## src/rtl/fetch_prefetch_unit.sv

```systemverilog
// Instruction fetch unit: PC generation, one-outstanding-request memory port,
// DEPTH-entry prefetch queue with valid/ready head, redirects, halt and retire counter.
module fetch_prefetch_unit #(
  parameter int PC_WIDTH    = 10,
  parameter int INSTR_WIDTH = 9,
  parameter int DEPTH       = 4,
  parameter int CNT_WIDTH   = 16
) (
  input  logic                   clk,
  input  logic                   reset,
  input  logic                   start,
  input  logic [PC_WIDTH-1:0]    start_addr,
  output logic                   imem_req,
  output logic [PC_WIDTH-1:0]    imem_addr,
  input  logic                   imem_rvalid,
  input  logic [INSTR_WIDTH-1:0] imem_rdata,
  output logic                   instr_valid,
  output logic [INSTR_WIDTH-1:0] instr,
  output logic [PC_WIDTH-1:0]    instr_pc,
  input  logic                   instr_ready,
  input  logic                   redirect,
  input  logic                   redirect_rel,
  input  logic [PC_WIDTH-1:0]    redirect_target,
  input  logic                   halt_req,
  output logic                   halt,
  output logic [CNT_WIDTH-1:0]   instr_count
);

  localparam int PTR_W  = (DEPTH > 1) ? $clog2(DEPTH) : 1;
  localparam int OCC_W  = $clog2(DEPTH + 1);
  localparam int FILL_W = OCC_W + 1;

  typedef enum logic [1:0] {
    IDLE   = 2'd0,
    RUN    = 2'd1,
    HALTED = 2'd2
  } state_t;

  state_t state, state_next;

  logic [PC_WIDTH-1:0]    fetch_pc, req_addr, target;
  logic                   outstanding, outstanding_next;
  logic [1:0]             drop_cnt, drop_next;
  logic [INSTR_WIDTH-1:0] q_instr [DEPTH];
  logic [PC_WIDTH-1:0]    q_pc    [DEPTH];
  logic [PTR_W-1:0]       rd_ptr, wr_ptr, rd_next;
  logic [OCC_W-1:0]       occ, occ_next, remain;
  logic [FILL_W-1:0]      fill;
  logic                   running, consume, halt_now, redir_now, flush;
  logic                   resp, resp_stale, resp_fresh, push, pop, issue;
  logic                   head_load;
  logic [INSTR_WIDTH-1:0] head_instr_next;
  logic [PC_WIDTH-1:0]    head_pc_next;

  // Stale responses (from before a flush) are counted in drop_cnt rather than
  // blocking issue, so the first fetch to a new target leaves the next cycle.
  always_comb begin
    running    = (state == RUN);
    consume    = running && (occ != '0) && instr_ready;
    halt_now   = consume && halt_req && !start;
    redir_now  = running && redirect && !start && !halt_now;
    flush      = start || halt_now || redir_now;
    resp       = imem_rvalid && (outstanding || (drop_cnt != 2'd0));
    resp_stale = resp && (drop_cnt != 2'd0);
    resp_fresh = resp && (drop_cnt == 2'd0);
    push       = resp_fresh && !flush;
    pop        = consume && !flush;
    fill       = {1'b0, occ} + FILL_W'(push);
    // A slot is reserved for every in-flight request; a saturated drop count also stalls issue.
    issue      = running && !start && !redirect && !halt_now &&
                 (!outstanding || resp_fresh) && (drop_cnt != 2'd3) &&
                 (fill < FILL_W'(DEPTH));
    target     = redirect_rel ? (instr_pc + redirect_target) : redirect_target;
    occ_next   = flush ? '0 : OCC_W'(fill - FILL_W'(pop));
    remain     = occ - OCC_W'(pop);
    rd_next    = rd_ptr + PTR_W'(pop);
    if (flush) begin
      drop_next        = drop_cnt + 2'(outstanding) - 2'(resp);
      outstanding_next = 1'b0;
    end else begin
      drop_next        = drop_cnt - 2'(resp_stale);
      outstanding_next = (outstanding && !resp_fresh) || issue;
    end
  end

  // NOTE: every signal gets a value before any condition so no latch is inferred.
  always_comb begin
    head_load       = 1'b0;
    head_instr_next = imem_rdata;
    head_pc_next    = req_addr;
    if (!flush) begin
      if (remain != '0) begin
        head_load       = 1'b1;
        head_instr_next = q_instr[rd_next];
        head_pc_next    = q_pc[rd_next];
      end else if (push) begin
        head_load = 1'b1;
      end
    end
  end

  // NOTE: sequential state uses non-blocking assignments so every register
  // samples pre-edge values regardless of statement order.
  always_ff @(posedge clk or posedge reset) begin
    if (reset) state <= IDLE;
    else       state <= state_next;
  end

  always_comb begin
    state_next = state;
    if (start)         state_next = RUN;
    else if (halt_now) state_next = HALTED;
  end

  always_comb begin
    imem_req    = issue;
    imem_addr   = fetch_pc;
    instr_valid = (occ != '0);
    halt        = (state == HALTED);
  end

  always_ff @(posedge clk or posedge reset) begin
    if (reset) begin
      fetch_pc    <= '0;
      req_addr    <= '0;
      outstanding <= 1'b0;
      drop_cnt    <= 2'd0;
      rd_ptr      <= '0;
      wr_ptr      <= '0;
      occ         <= '0;
      instr       <= '0;
      instr_pc    <= '0;
      instr_count <= '0;
    end else begin
      outstanding <= outstanding_next;
      drop_cnt    <= drop_next;
      occ         <= occ_next;

      if (start)          fetch_pc <= start_addr;
      else if (redir_now) fetch_pc <= target;
      else if (issue)     fetch_pc <= fetch_pc + PC_WIDTH'(1);

      if (issue) req_addr <= fetch_pc;

      if (flush) begin
        rd_ptr <= '0;
        wr_ptr <= '0;
      end else begin
        if (push) wr_ptr <= wr_ptr + PTR_W'(1);
        rd_ptr <= rd_next;
      end

      // Head registers hold their last value while the queue is empty.
      if (head_load) begin
        instr    <= head_instr_next;
        instr_pc <= head_pc_next;
      end

      if (start)                             instr_count <= '0;
      else if (consume && !(&instr_count))   instr_count <= instr_count + CNT_WIDTH'(1);
    end
  end

  // NOTE: the storage array has no reset; occupancy and pointers guarantee
  // only written entries are ever presented.
  always_ff @(posedge clk) begin
    if (push) begin
      q_instr[wr_ptr] <= imem_rdata;
      q_pc[wr_ptr]    <= req_addr;
    end
  end

endmodule

```

## config.mk

```make
export PLATFORM = sky130hd
export DESIGN_NAME = fetch_prefetch_unit
export DESIGN_NICKNAME = d
export VERILOG_FILES = /design/src/rtl/fetch_prefetch_unit.sv
export SDC_FILE = /design/constraint.sdc
export NUM_CORES = 1
export LEC_CHECK = 0
export ABC_CLOCK_PERIOD_IN_PS = 4019
export CORE_ASPECT_RATIO = 1.1
export CORE_MARGIN = 2
export CORE_UTILIZATION = 56
export CTS_CLUSTER_DIAMETER = 60
export DETAILED_ROUTE_END_ITERATION = 16
export PLACE_DENSITY = 0.81
export SETUP_SLACK_MARGIN = 0.1
export SLEW_MARGIN = 20
export SYNTH_ARGS = -nofsm -noshare
export SYNTH_HDL_FRONTEND = slang
export SYNTH_SLANG_ARGS = --single-unit
export TNS_END_PERCENT = 20
```

## constraint.sdc

```tcl
create_clock -name clk -period 4.02 [get_ports clk]
set_input_delay 0.804 -clock clk [delete_from_list [all_inputs] [get_ports clk]]
set_output_delay 0.804 -clock clk [all_outputs]
set_load 0.005 [all_outputs]
```

==> flow_metrics.tcl, run 1 <==
set metrics [dict create \
    antennaDiodeCount 0 \
    critical-path-top-delay-family "buffers and inverters" \
    worst_slack_ns 0.182 \
    grt_start_max_net_pins 38 \
    utilization_pct 71.8 \
    ys_top_cells_by_count "76 x edfxtp_1, 67 x dfrtp_1, 45 x nor2_1" \
    finalNetCount 706 \
    die_h_um 120 \
    rrSetupSlack_ns 0.82 \
    powerDensity_mw_per_mm2 485 \
    async_reset_ff_share_pct 46.9 \
    start_kind "input port" \
    cp-end-kind "primary output" \
    crit_required_ns 3.22 \
    stdcell_count 811 \
    ant_nets 0 \
    fin_skew_ns 0.00872 \
    p_leak_nw 3.36 \
    critPathMaxFanout 2 \
    critPathKind "input port to primary output" \
    reg2reg_depth 15 \
    tightest_slew_ns 0.788 \
    dp_worst_setup_slack_ns -0.150 \
    synth.distinct_cells 58 \
    fillCellCount 814 \
    track_usage_pct 25.6 \
    max_freq_mhz 261 \
    tritoncts "yes" \
    area_growth_pct 25.3 \
    yosysTopAreaCellShare_pct 33.2 \
    dp.cells 776 \
    synth_nets 599 \
    clock_latency_ns 0.41 \
    ys_warn_count 0 \
    fin_crit_ns 3.84 \
    design.portCount 85 \
    numCtsBuffers 17 \
    synth-edff-count 76 \
    status "complete, no violations" \
    antenna_found_initial 0 \
    rsz0062_at_grt "no" \
    crit_path_end "imem_req" \
    final-hold-violation-count 0 \
    core_mm2 0.0120 \
    irDropWorstVdd_mv 0.281 \
    fin_crit_sh_pct 95.5 \
    grt-ovfl-total 0 \
    finalWirelength_um 15800 \
    cpPeakStageDelay_ns 0.40 \
    num_rows 42 \
    gp_congestion 0.807 \
    post_drt_wl_per_cell_um 19.5 \
    crit_arrival_ns 3.03 \
    firstDrtPassIters 6 \
    top_usage_layer "met2" \
    htreeDepth 4 \
    grt_pass1_vias 4951 \
    route.detailed.drc 0 \
    path_depth 14 \
    crit_slowest_cell "clkdlybuf4s50_1" \
    yosysSeqAreaShare_pct 57.6 \
    finalSetupViolCount 0 \
    port_buffers 84 \
    use_met1_pct 31.1 \
    yosys.area.top_type "edfxtp_1" \
    cts.sinks 143 \
    ctsLongestPathBuffers 2 \
    die_area_mm2 0.0132 \
    worst-path-buf-inv 5 \
    grtUsageMet3_pct 6.14 \
    max_cap_violations 0 \
    finalPower_mw 4.17 \
    syn_area_mm2 0.00687 \
    ys_seq_elements 143 \
    min_path_type "register to register" \
    detail_route.iter0.violations 329 \
    max_slew_margin_pct 47.4 \
    clk_transition_reported_paths_ns 0.05 \
    fin_area_mm2 0.00860 \
    r2r_end "imem_addr[5]" \
    syn_area_per_cell_um2 12.8 \
    drive_gt1_share_pct 16.4 \
    drv_slew 0 \
    die_x_um 110 \
    cts_root_buf "clkbuf_16" \
    regToRegStartpoint "occ[2]" \
    vias_per_cell 5.90 \
    setup.worst_path.start "instr_ready" \
    synthCells 537 \
    met2_usage_pct 44.5 \
    grt_pass1_wl_um 25200 \
    synth_area_leaders "edfxtp_1 33%, dfrtp_1 24%, mux4_2 6.2%, ha_1 4.4%, mux2i_1 3.2%" \
    vias 4787 \
    hpwl_um 10600 \
    crit_chain "clkdlybuf4s50_1 -> and3b_2 -> a31oi_4 -> and2_4 -> nand2_2 -> inv_2 -> ha_2 -> ha_2 -> buf_4 -> nor2_2 -> a21oi_2 -> nand4b_4 -> inv_2 -> dlygate4sd2_1" \
    ys.flop_type "edfxtp_1" \
    initial_core_util_pct 57.3 \
    yosysMostFrequentCell "edfxtp_1" \
    place_area_mm2 0.00798 \
]
[layer usage]
metal	up-vias	routed length, um
li1	2201	-
met1	2359	6170
met2	194	8330
met3	33	983
met4	0	340
met5	-	0
[worst register-to-register path, delay by kind of cell, from the launching register on]
family	cells	cell delay, ns
adder cells (fa/ha/maj)	2	0.37
AO/OA/AOI/OAI	3	0.51
buffers and inverters	3	0.46
multiplexers	1	0.33
AND/OR/NAND/NOR	6	1.00
flip-flops	1	0.46
[worst min-delay path by stage]
stage / from / to / slack (ns) / cells past startpoint
finish: drop_cnt[1] / drop_cnt[1] / 0.53 / 1
global route: drop_cnt[1] / drop_cnt[1] / 0.55 / 1
CTS: drop_cnt[1] / drop_cnt[1] / 0.53 / 1
detailed placement: drop_cnt[1] / drop_cnt[1] / 0.52 / 1
global placement: req_addr[5] / q_pc[2][5] / 0.52 / 0
floorplan: drop_cnt[1] / drop_cnt[1] / 0.49 / 1
[registers in the layout (all words and copies together) (netlist names), 3 cells and up]
| register | flops |
|---|---|
| imem_addr | 10 |
| instr | 9 |
| instr_count | 16 |
| instr_pc | 10 |
| occ | 3 |
| q_instr | 36 |
| q_pc | 40 |
| req_addr | 10 |
[through the flow]
step           setup TNS (ns)  hold WS [ns]
2_1_floorplan               0         0.489
3_3_place_gp          -0.0284         0.516
3_5_place_dp           -0.150         0.520
4_1_cts                     0         0.530
5_1_grt                     0         0.547
6_report                    0         0.526
[where the power goes]
part	switching (mW)	leakage [nW]	total (mW)	internal, mW
Sequential	0.189	1.55	1.93	1.74
Combinational	0.342	1.53	0.735	0.393
Clock	0.596	0.282	1.51	0.912
[layout make-up]
cell class	count	area [um2]	share of cell area (%)
Timing Repair Buffer	112	1060	12.3
Clock buffer	18	429	4.99
Multi-Input combinational cell	351	2750	32.0
Sequential cell	143	3960	46.0
Inverter	19	71.3	0.829
Clock inverter	14	140	1.63
Tap cell	154	193	2.24
[layout by cell type, fill, tap and decap left out, types with 4 or more instances in the layout]
cell / n
buf_4: 27
mux2i_1: 22
nor2b_1: 4
ha_1: 22
nand4_1: 4
xnor2_1: 14
nand3_1: 17
a211oi_1: 6
a21oi_1: 28
dfrtp_1: 67
clkdlybuf4s50_1: 83
xor2_1: 18
clkbuf_16: 17
o21ai_0: 23
nand2b_1: 4
nor2_1: 44
o22ai_1: 7
inv_1: 16
clkinv_2: 5
nand2_1: 39
edfxtp_1: 76
and3_1: 15
mux4_2: 19
a31oi_1: 5
and4_1: 4
mux2_2: 11
[cells by family after synthesis]
| logic type | share of synthesized area (%) |
|---|---|
| and+or+nand+nor | 11.5 |
| DFF | 57.6 |
| AOI/OAI and AO/OA | 8.11 |
| muxes | 11.2 |
| buffers and inverters | 2.75 |
| xor gates and xnor gates | 4.08 |
| adders and majority gates | 4.66 |
[timing repair]
item | CTS | global route
buffers inserted | 2 | 1
pin swaps | 0 | 2
endpoints found under the setup margin | 1 | 1
gates resized for setup | 4 | 6
gates cloned | 0 | 0
hold buffers | 0 | 0
No activity file was read; power rests on OpenSTA's default activity.
==> run 2, diff against run 1 <==
--- a/config.mk
+++ b/config.mk
@@ -11,9 +11,10 @@
 export CORE_UTILIZATION = 56
 export CTS_CLUSTER_DIAMETER = 60
 export DETAILED_ROUTE_END_ITERATION = 16
+export HOLD_SLACK_MARGIN = 0.12
 export PLACE_DENSITY = 0.81
 export SETUP_SLACK_MARGIN = 0.1
-export SLEW_MARGIN = 20
+export SLEW_MARGIN = 10
 export SYNTH_ARGS = -nofsm -noshare
 export SYNTH_HDL_FRONTEND = slang
 export SYNTH_SLANG_ARGS = --single-unit
==> results of run 2 <==
No change in the layout: final DEF, timing and power equal those of run 1.
==> run 3, diff against run 2 <==
--- a/config.mk
+++ b/config.mk
@@ -13,6 +13,7 @@
 export DETAILED_ROUTE_END_ITERATION = 16
 export HOLD_SLACK_MARGIN = 0.12
 export PLACE_DENSITY = 0.81
+export REMOVE_ABC_BUFFERS = 1
 export SETUP_SLACK_MARGIN = 0.1
 export SLEW_MARGIN = 10
 export SYNTH_ARGS = -nofsm -noshare
==> run 3 against run 2 <==
Effect of this change:
- setup slack improved by 0.064 ns
- critical path type unchanged
- wire length is 1.1% lower
- maximum frequency grew 1.7%
- first-iteration DRC count down 2.4%
==> flow_metrics.tcl, run 3 (synthesis results as in run 1) <==
set metrics [dict create \
    crit_required_ns 3.22 \
    numCtsBuffers 17 \
    final-hold-violation-count 0 \
    die_h_um 120 \
    core_mm2 0.0120 \
    cts.sinks 143 \
    cp-end-kind "primary output" \
    cts_root_buf "clkbuf_16" \
    port_buffers 84 \
    p_leak_nw 3.35 \
    postCtsHoldBufs 0 \
    ant_nets 0 \
    firstDrtPassIters 5 \
    fin_crit_ns 3.77 \
    finalNetCount 704 \
    dp.cells 777 \
    initial_core_util_pct 57.3 \
    rsz0062_at_grt "no" \
    layout_commonest_cell "clkdlybuf4s50_1" \
    largest_register_ffs 40 \
    start_kind "input port" \
    grt_start_max_net_pins 38 \
    register_area_mm2 0.00396 \
    grt_pass1_vias 4991 \
    drv_slew 0 \
    irDropWorstVdd_mv 0.275 \
    critPathMaxFanout 3 \
    antenna_found_initial 0 \
    track_usage_pct 25.6 \
    gp_congestion 0.799 \
    vias_per_cell 5.96 \
    max_cap_violations 0 \
    ctsLongestPathBuffers 2 \
    post_drt_wl_per_cell_um 19.3 \
    multi_input_area_mm2 0.00273 \
    die_area_mm2 0.0132 \
    design.portCount 85 \
    hpwl_um 10400 \
    area_growth_pct 24.4 \
    largest-register "q_pc" \
    largestRegisters "q_pc: 40 flops, q_instr: 36 flops, instr_count: 16 flops" \
    tritoncts "yes" \
    grtUsageMet3_pct 6.19 \
    use_met1_pct 32.4 \
    met2_usage_pct 42.7 \
    num_rows 42 \
    antennaDiodeCount 0 \
    status "complete, no violations" \
    crit_arrival_ns 2.97 \
    critPathKind "input port to primary output" \
    grt-ovfl-total 0 \
    fillCellCount 823 \
    max_freq_mhz 265 \
    fin_crit_sh_pct 93.9 \
    postCtsSetupBuffers 0 \
    vias 4822 \
    stdcell_count 809 \
    min_path_type "register to register" \
    top_usage_layer "met2" \
    max_slew_margin_pct 57.5 \
    final_cell_mix "83 x clkdlybuf4s50_1, 76 x edfxtp_1, 67 x dfrtp_1, 45 x nor2_1, 39 x nand2_1" \
    drive_gt1_share_pct 15.7 \
    htreeDepth 4 \
    finalSetupViolCount 0 \
    powerDensity_mw_per_mm2 483 \
    tightest_slew_ns 0.637 \
    die_x_um 110 \
    tns_ns 0 \
    clock_latency_ns 0.42 \
    detail_route.iter0.violations 321 \
    route.detailed.drc 0 \
    finalWirelength_um 15700 \
    clk_transition_reported_paths_ns 0.06 \
    fin_skew_ns 0.00954 \
    grt_pass1_wl_um 25200 \
]
==> run 3: cell count changes in the layout (fill, tap and decap cells not counted), moves of 2 or more <==
cell | previous run | this run
inv_6 | 3 | 5
buf_4 | 27 | 25
bufinv_16 | 2 | 0
inv_8 | 0 | 4
clkinv_2 | 5 | 3
==> run 3: path summary, 6_finish.rpt <==
kind / slack [ns] / from / cells past startpoint / endpoint
worst max register to register: 0.87 / occ[1] / 14 / imem_addr[8]
worst min-delay path: 0.53 / drop_cnt[1] / 1 / drop_cnt[1]
worst min register to register: 0.53 / drop_cnt[1] / 1 / drop_cnt[1]
min in group asynchronous: 0.79 / reset / 2 / instr_count[13]
worst max-delay path: 0.25 / instr_ready / 13 / imem_req
max in group asynchronous: 2.45 / reset / 3 / instr_pc[2]
==> run 3: worst max-delay path: stages <==
cell	delay (ns)
clkdlybuf4s50_1	0.39
and3b_2	0.24
a31oi_4	0.18
and2_4	0.16
nand2_2	0.06
inv_2	0.06
ha_1	0.15
ha_2	0.19
and2_1	0.12
a21oi_1	0.06
nand4b_2	0.22
inv_2	0.09
dlygate4sd2_1	0.24
==> run 3: report_power, final <==
group	switching [mW]	internal [mW]	total [mW]
clock	0.660	0.809	1.47
sequential	0.195	1.74	1.93
combinational	0.341	0.390	0.731
total	1.20	2.94	4.13
==> run 3: routing by layer <==
layer  routed length, um  share of wire [%]  vias up
met2                7930                 51      170
met4                 359                2.3        0
met3                 856                5.5       27
li1                    -                  -     2195
met5                   0                  0        -
met1                6500                 42     2430
==> run 3: final cells by class <==
class                   instances  area share (%)
clock buffers                  17            4.98
flip-flops and latches        143            46.3
inverters                      19           0.835
multi-input cells             351            31.9
well taps                     154            2.25
repair buffers                110            12.3
clock inverters                15            1.45
==> run 3: per-stage QoR <==
step | hold WS, ns | area [um2] | power (mW) | setup WS (ns) | utilization, %
detailed placement | 0.521 | 7990 | 2.66 | -0.0357 | 66.7
global route | 0.567 | 8550 | 4.31 | 0.123 | 71.3
global placement | 0.516 | 7990 | 2.62 | -0.00817 | 66.7
CTS | 0.533 | 8550 | 4.15 | 0.238 | 71.3
floorplan | 0.489 | 6750 | 2.30 | -0.0471 | -
finish | 0.530 | 8550 | 4.13 | 0.246 | 71.3
==> run 3: timing repair <==
item,4_1_cts,5_1_grt
endpoints found under the setup margin,1,0
endpoints found under the hold margin,0,0
resized for setup,5,0
